===== src/rtl/multi_debouncer.sv =====
// Per-channel 2-flop synchroniser followed by a stable-run counter debouncer.
// Define MULTI_DEBOUNCER_EDGE_EN to build the registered rise/fall pulse outputs.
module multi_debouncer #(
  parameter int   NUM_CH         = 4,
  parameter int   DEBOUNCE_COUNT = 16,
  parameter logic INIT_VAL       = 1'b0
) (
  input  logic              sys_clk,
  input  logic              rst,
  input  logic [NUM_CH-1:0] in_sig,
  output logic [NUM_CH-1:0] out_sig,
  output logic [NUM_CH-1:0] rise,
  output logic [NUM_CH-1:0] fall
);

  localparam int              CW       = $clog2(DEBOUNCE_COUNT + 1);
  localparam logic [CW-1:0]   CNT_LAST = CW'(DEBOUNCE_COUNT - 1);
  localparam logic [CW-1:0]   CNT_ONE  = CW'(1);

  logic [NUM_CH-1:0] sync1_q, sync1_d;
  logic [NUM_CH-1:0] sync2_q, sync2_d;
  logic [NUM_CH-1:0] out_q, out_d;
  logic [CW-1:0]     cnt_q [NUM_CH];
  logic [CW-1:0]     cnt_d [NUM_CH];

  // Any cycle where the synced level matches the output restarts qualification.
  always_comb begin
    sync1_d = in_sig;
    sync2_d = sync1_q;
    out_d   = out_q;
    for (int i = 0; i < NUM_CH; i++) begin
      cnt_d[i] = '0;
      if (sync2_q[i] != out_q[i]) begin
        if (cnt_q[i] == CNT_LAST) begin
          out_d[i] = sync2_q[i];
        end else begin
          cnt_d[i] = cnt_q[i] + CNT_ONE;
        end
      end
    end
  end

  always_ff @(posedge sys_clk) begin
    if (rst) begin
      sync1_q <= {NUM_CH{INIT_VAL}};
      sync2_q <= {NUM_CH{INIT_VAL}};
      out_q   <= {NUM_CH{INIT_VAL}};
      for (int i = 0; i < NUM_CH; i++) begin
        cnt_q[i] <= '0;
      end
    end else begin
      sync1_q <= sync1_d;
      sync2_q <= sync2_d;
      out_q   <= out_d;
      for (int i = 0; i < NUM_CH; i++) begin
        cnt_q[i] <= cnt_d[i];
      end
    end
  end

  assign out_sig = out_q;

`ifdef MULTI_DEBOUNCER_EDGE_EN
  logic [NUM_CH-1:0] rise_q, rise_d;
  logic [NUM_CH-1:0] fall_q, fall_d;

  // Pulses are derived from the same next-state as out_q so they land in its update cycle.
  always_comb begin
    rise_d = out_d & ~out_q;
    fall_d = ~out_d & out_q;
  end

  always_ff @(posedge sys_clk) begin
    if (rst) begin
      rise_q <= '0;
      fall_q <= '0;
    end else begin
      rise_q <= rise_d;
      fall_q <= fall_d;
    end
  end

  assign rise = rise_q;
  assign fall = fall_q;
`else
  assign rise = '0;
  assign fall = '0;
`endif

endmodule


===== config.mk =====
export PLATFORM = sky130hd
export DESIGN_NAME = multi_debouncer
export DESIGN_NICKNAME = d
export VERILOG_FILES = /design/src/rtl/multi_debouncer.sv
export SDC_FILE = /design/constraint.sdc
export NUM_CORES = 1
export LEC_CHECK = 0
export ABC_AREA = 1
export BUFFER_PORTS_ARGS = -buffer_cell sky130_fd_sc_hd__buf_2
export CORE_MARGIN = 2
export CORE_UTILIZATION = 50
export CTS_CLUSTER_SIZE = 12
export DETAILED_ROUTE_END_ITERATION = 12
export PLACE_DENSITY_LB_ADDON = 0.15
export SKIP_LAST_GASP = 1
export SLEW_MARGIN = 40
export SYNTH_ARGS = -nofsm -noshare
export SYNTH_HDL_FRONTEND = slang
export SYNTH_SLANG_ARGS = --single-unit
export TNS_END_PERCENT = 10

===== constraint.sdc =====
create_clock -name sys_clk -period 1.3 [get_ports sys_clk]
set_clock_uncertainty 0.1 [all_clocks]
set_input_delay 0.195 -clock sys_clk [delete_from_list [all_inputs] [get_ports sys_clk]]
set_output_delay 0.195 -clock sys_clk [all_outputs]
set_load 0.05 [all_outputs]

After elaboration in Yosys (flattened, before gate mapping)
Memory sizes are Yosys's and may differ from the RTL's.
Cells that the tools add are included.
- register bits: 12
- bits in writable memories: 20
- bits of input ports: 6
- output and inout port bits: 12
- logic and storage cells: 42
- memories kept: 1
- add/sub/neg operators: 4
- equal/unequal tests: 8
- mux-type cells: 15
- bitwise gates (word level): 4
- reductions and logical operators: 4
- memory list (name ; depth ; bits a word ; read ports ; clocked after Yosys merged registers in ; wr ports ; line ; text):
    cnt_q ; 4 ; 5 ; 4 ; 0 ; 4 ; 23 ; logic [CW-1:0] cnt_q [NUM_CH];
- operators by type and width (operator ; number):
    two-way mux 5 bit ; 12
    adder 5 x 1 -> 5 bit (second input constant) ; 4
    == test 5 x 4 -> 1 bit (second input constant) ; 4
    AND reduction 2 bit ; 4
    inequality test 1 bit ; 4
    bitwise OR 1 bit ; 4
    two-way mux 1 bit ; 3

Depth between registers and ports, before layout
Gate-level depths: netlist (run 1).
An unclocked memory read counts as a cell.
- word-level depth: 5
- depth in mapped cells: 7
- gate-level depth less buffers: 7

Worst setup path after synthesis (run 1)
Ideal clock, no wire load.
- path type: reg-to-reg
- start point: mem cnt_q[0][0] (netlist bit)
- end point: mem cnt_q[0][3] (netlist bit)
- library setup time: 0.062 ns
- arrival: 1.135 ns
- data required time: 1.138 ns
- setup slack: 0.003 ns
- stages on the path, launching flop included: 8
- buffers on the path: 0
- period minus slack after synthesis: 1.297 ns
- cells stage by stage: dfxtp_1 -> ha_1 -> nand2_1 -> nor2_1 -> ha_1 -> nor2_4 -> nand3_4 -> nor2_2
- RTL lines (item ; line):
    start, declared ; 23

==> impl_metrics.ini, run 1 <==
[floorplan]
fp.dieH_um = 56.6
dieArea_mm2 = 0.00320
fp-row-count = 19
core_area_mm2 = 0.00269
die_w_um = 56.6
start_util_pct = 51.5
io_pins = 18

[global_routing]
antenna_found_initial = 0
grt_max_degree = 17
overflow = 0
first_global_vias = 858
grt_first_pass_wirelength_mm = 3.31
grtUsageTotal_pct = 14.1

[power_and_ir_drop]
powerDensity_mw_per_mm2 = 1070
p_leak_nw = 0.727
p_total_mw = 1.86
ir_worst_vdd_uv = 834

[yosys]
synthTopCellsByCount = nor2_1, dfxtp_1, inv_1
synth_most_common_cell = nor2_1
yosys.cell_types.count = 16
ys_top_cells_by_area = dfxtp_1, nor2_1, inv_1
synth_top_area_share_pct = 46.3
ys_ff_latch = 32
yosysTopAreaCell = dfxtp_1
seq_area_frac_synth_pct = 46.3
netlist_area_mm2 = 0.00138
synth_edf_count = 0
avgSynthCellArea_um2 = 8.70
synthArstFlopShare_pct = 0
yosysWarnings = 0
ys.flop_type = dfxtp_1
synth_cells = 159

[cts]
cts_root_buffer = clkbuf_4
clock-sinks = 32
cts_buffers = 5
clk_pin_slew_ns = 0.10
cts_tree = done
cts_htree_levels = 2
clock_path_buffers = 2
clk_latency_ns = 0.33

[run_status]
status = complete, no violations

[setup_path]
cpPeakStageDelay_ns = 0.35
crit_arrival_ns = 1.47
critPathSlowestCell = dfxtp_2
path_max_fanout = 5
endpoint_kind = flop
cp-start-kind = flop
critical_path.cell_chain = ha_4 > nand2_2 > nor2_1 > ha_2 > nor2_4 > nand3_4 > nor2_2
critical_path_class = flop to flop
required_ns = 1.47

[placement]
gp_congestion = 0.658
port_buffers = 9
pre_cts_ws_ns = -0.0447
dp_hpwl_mm = 1.44

[detailed_routing]
drtAntennaViolNets = 0
vias = 993
via_per_inst = 4.45
drt-total-wl_mm = 2.07
drt_iter0_drc = 20
wl_per_cell_um = 9.29
first_pass_iters = 4
route.detailed.drc = 0

[cells_and_area]
drive_above_1_share_pct = 34.9
utilization_pct = 64.9
fill_cells = 229
antenna-diode-count = 0
area_growth_pct = 26.1
fin_nets = 205

[sta]
final-hold-violation-count = 0
final-max-slew-violation-count = 0
setup_viol = 0
rsz0062_at_grt = true
fmax_mhz = 771
fin_crit_sh_pct = 99.8
layout_min_cycle_time_ns = 1.30
fin_ws_ns = 0.00294

[job]
drv_cap = 0

[hold_path]
hold_path_class = input pin to flop
[per-layer routing]
metal	part of all wire, %	track usage, %
met4	1.3	7.14
met3	4.1	6.91
met2	54	24.3
met1	41	13.7
met5	0	0
[through the flow]
step                      hold slack, ns  TNS [ns]  cells  cell area [µm²]
final                              0.180         0    223             1740
after global routing               0.177     -1.02    223             1740
after CTS                          0.167   -0.0732    223             1660
after detailed placement           0.295    -0.554    211             1520
after global placement             0.295   -0.0607    211             1520
after floorplan                    0.202         0    166             1410
[cell type report]
type	count	area [µm²]	area share, %
clock buffer	6	41.3	2.37
clock inverter	2	35.0	2.01
inverter	28	105	6.03
multi-input combinational	96	676	38.8
sequential	32	649	37.3
tap	31	38.8	2.23
timing repair buffer	28	198	11.3
[logic make-up (layout without fill, tap and decap cells)]
group	count (synthesis)	in the layout	share of synthesized area (%)
and+or+nand+nor	72	72	27.1
AOI/OAI and AO/OA	4	4	2.90
xor gates and xnor gates	4	4	2.53
other	1	8	0.271
adders and majority gates	8	8	7.24
buffers and inverters	38	64	13.6
DFF	32	32	46.3
[flip-flops by register name, indices dropped and copies added (netlist names)]
signal	flops
cnt_q	20
sync2_q	4
out_sig	4
sync1_q	4
[worst paths after layout]
path	from	endpoint	slack, ns	depth (start not counted)
max	cnt_q[1][0]	cnt_q[1][4]	0.003	7
min	rst	sync1_q[3]	0.18	2
max reg2reg	cnt_q[1][0]	cnt_q[1][4]	0.003	7
min reg2reg	sync1_q[3]	sync2_q[3]	0.31	2
[critical path, delay by kind of cell (launching register included)]
kind / cells / cell delay [ns]
AND/OR/NAND/NOR: 5 / 0.42
adder cells (fa/ha/maj): 2 / 0.37
flip-flops: 1 / 0.35
[report_power, final]
| group | switching, mW | internal, mW |
|---|---|---|
| clock | 0.330 | 0.403 |
| sequential | 0.00734 | 0.995 |
| combinational | 0.0926 | 0.0359 |
| total | 0.430 | 1.43 |
[repair_timing]
action / 4_1_cts / 5_1_grt
endpoints found under the setup margin: 25 / 28
gates resized for setup: 10 / 20
buffers inserted: 0 / 0
hold buffers: 4 / 0
pin swaps: 5 / 18
endpoints found under the hold margin: 4 / 0
[cells in the final DEF (no fill, tap or decap), drive strengths merged, types with 4 or more instances in the layout]
cell type | netlist | layout
nand3 | 8 | 8
clkbuf | 0 | 6
dlygate4sd3 | 0 | 4
nand4 | 4 | 4
dfxtp | 32 | 32
xnor2 | 4 | 4
nand2 | 20 | 20
ha | 8 | 8
buf | 10 | 24
nor2 | 40 | 40
a211oi | 4 | 4
conb | 1 | 8
inv | 28 | 28
(Power assumes the default switching activity.)
==> run 2, diff against run 1 <==
Settings changed: HOLD_SLACK_MARGIN set to 0.06, PLACE_DENSITY set to 0.8, PLACE_DENSITY_LB_ADDON 0.15 to not set.
==> run 2 against run 1 <==
  * The flow now finishes with violations (setup timing)
  * Via count rose by 12%
  * Die area did not move
  * Non-clock buffer count did not move
  * Core utilization rose by 0.75 points
  * Combinational power rose by 5%
  * Fmax fell by 5.2%
  * Sequential share of layout area fell by 0.28 points
  * Cell count did not move
  * Critical path type unchanged
  * Largest cell class unchanged
  * Largest power group unchanged
  * Highest routed layer unchanged
==> impl_metrics.ini, run 2 (synthesized netlist as in run 1, its figures left out) <==
[run_status]
status = finished, violations left
violations = setup timing

[cells_and_area]
largest_reg_flops = 20
fill_cells = 203
utilization_pct = 65.6
drive_above_1_share_pct = 35.4
mostFrequentLayoutCells = inv_1, nor2_1, dfxtp_1
multi_input_area_um2 = 688
fin_nets = 205
top_register = cnt_q
antenna-diode-count = 0
regArea_um2 = 652
fin_cells = 223
final_area_mm2 = 0.00176
area_growth_pct = 27.5
final_common_cell = inv_1

[global_routing]
first_global_vias = 1137
grtUsageTotal_pct = 20.1
grt_first_pass_wirelength_mm = 4.67
antenna_found_initial = 0
overflow = 0
grt_max_degree = 17

[detailed_routing]
vias = 1108
via_per_inst = 4.97
first_pass_iters = 4
drtAntennaViolNets = 0
wl_per_cell_um = 13.3
drt_iter0_drc = 25
route.detailed.drc = 0
drt-total-wl_mm = 2.96

[setup_path]
critical_path_class = flop to flop
cp-start-kind = flop
endpoint_kind = flop
critical_path.cell_chain = ha_4 > nand2_2 > nor2_2 > ha_2 > nor2_4 > nand3_4 > nor2_1
path_delay_family = simple AND/OR/NAND/NOR gates
regToRegStartpoint = cnt_q[0][1]
path_buf_inv = 0
crit_arrival_ns = 1.54
path_max_fanout = 5
cpPeakStageDelay_ns = 0.37
cp-startpoint = cnt_q[0][1]
required_ns = 1.47
critPathSlowestCell = dfxtp_4

[cts]
cts_tree = done
clk_pin_slew_ns = 0.11
clock-sinks = 32
clock_path_buffers = 2
clk_latency_ns = 0.34
cts_htree_levels = 2
cts_root_buffer = clkbuf_4
cts_buffers = 5

[hold_path]
hold_path_class = input pin to flop
min_from = rst

[floorplan]
io_pins = 18
start_util_pct = 51.5
dieArea_mm2 = 0.00320
die_w_um = 56.6
fp.dieH_um = 56.6
core_area_mm2 = 0.00269
fp-row-count = 19

[placement]
gp_congestion = 0.700
dp_hpwl_mm = 1.68
port_buffers = 9
dp.cells = 208
post_dp_cell_area_mm2 = 0.00150

[power_and_ir_drop]
p_leak_nw = 0.716
p_total_mw = 1.89
powerDensity_mw_per_mm2 = 1070
ir_worst_vdd_uv = 1390

[sta]
tns_ns = -0.576
final-hold-violation-count = 0
fin_ws_ns = -0.0680
fmax_mhz = 731
rsz0062_at_grt = true
fin_crit_sh_pct = 105
final-max-slew-violation-count = 0
layout_min_cycle_time_ns = 1.37
setup_viol = 21

[job]
drv_cap = 0
==> run 2: cell count changes in the layout (fill, tap and decap cells not counted), sizes merged <==
cell | previous run | this run
buf | 24 | 23
clkbuf | 6 | 7
==> run 2: stage by stage <==
stage	hold WS (ns)	setup slack (ns)
after floorplan	0.202	0.00293
after global placement	0.290	0.00343
after detailed placement	0.301	-0.124
after CTS	0.155	-0.0449
after global routing	0.167	-0.149
final	0.160	-0.0680
==> run 2: worst paths after layout <==
| kind | end | slack, ns | depth (start not counted) |
|---|---|---|---|
| max | cnt_q[0][4] | -0.07 | 7 |
| min | sync2_q[2] | 0.16 | 2 |
| max reg2reg | cnt_q[0][4] | -0.07 | 7 |
| min reg2reg | sync2_q[2] | 0.30 | 2 |
==> run 2: final cells by class <==
type | instances | share of cell area, %
clock buffers | 6 | 2.34
clock inverters | 2 | 1.99
inverters | 28 | 5.96
multi-input cells | 96 | 39.0
flip-flops and latches | 32 | 37.0
well taps | 31 | 2.20
repair buffers | 28 | 11.5
==> run 2: routing by layer <==
metal  vias up  GRT usage (%)  wire length, µm
li1        529              -                -
met1       519           16.0             1010
met2        43           38.5             1620
met3        17           8.29              187
met4         0           13.3              151
met5         -              0                0
==> run 2: repair_timing <==
action,CTS,global route
hold buffers,4,0
endpoints found under the setup margin,28,28
setup buffers,0,3
pin swaps,6,11
resized for setup,16,19
endpoints found under the hold margin,4,0
==> run 2: where the power goes <==
part           internal [mW]  leakage, nW  total (mW)  switching [mW]
clock network          0.403       0.0422       0.756           0.353
registers              0.994        0.263        1.00         0.00843
logic                 0.0384        0.410       0.135          0.0966
total                   1.43        0.716        1.89           0.458
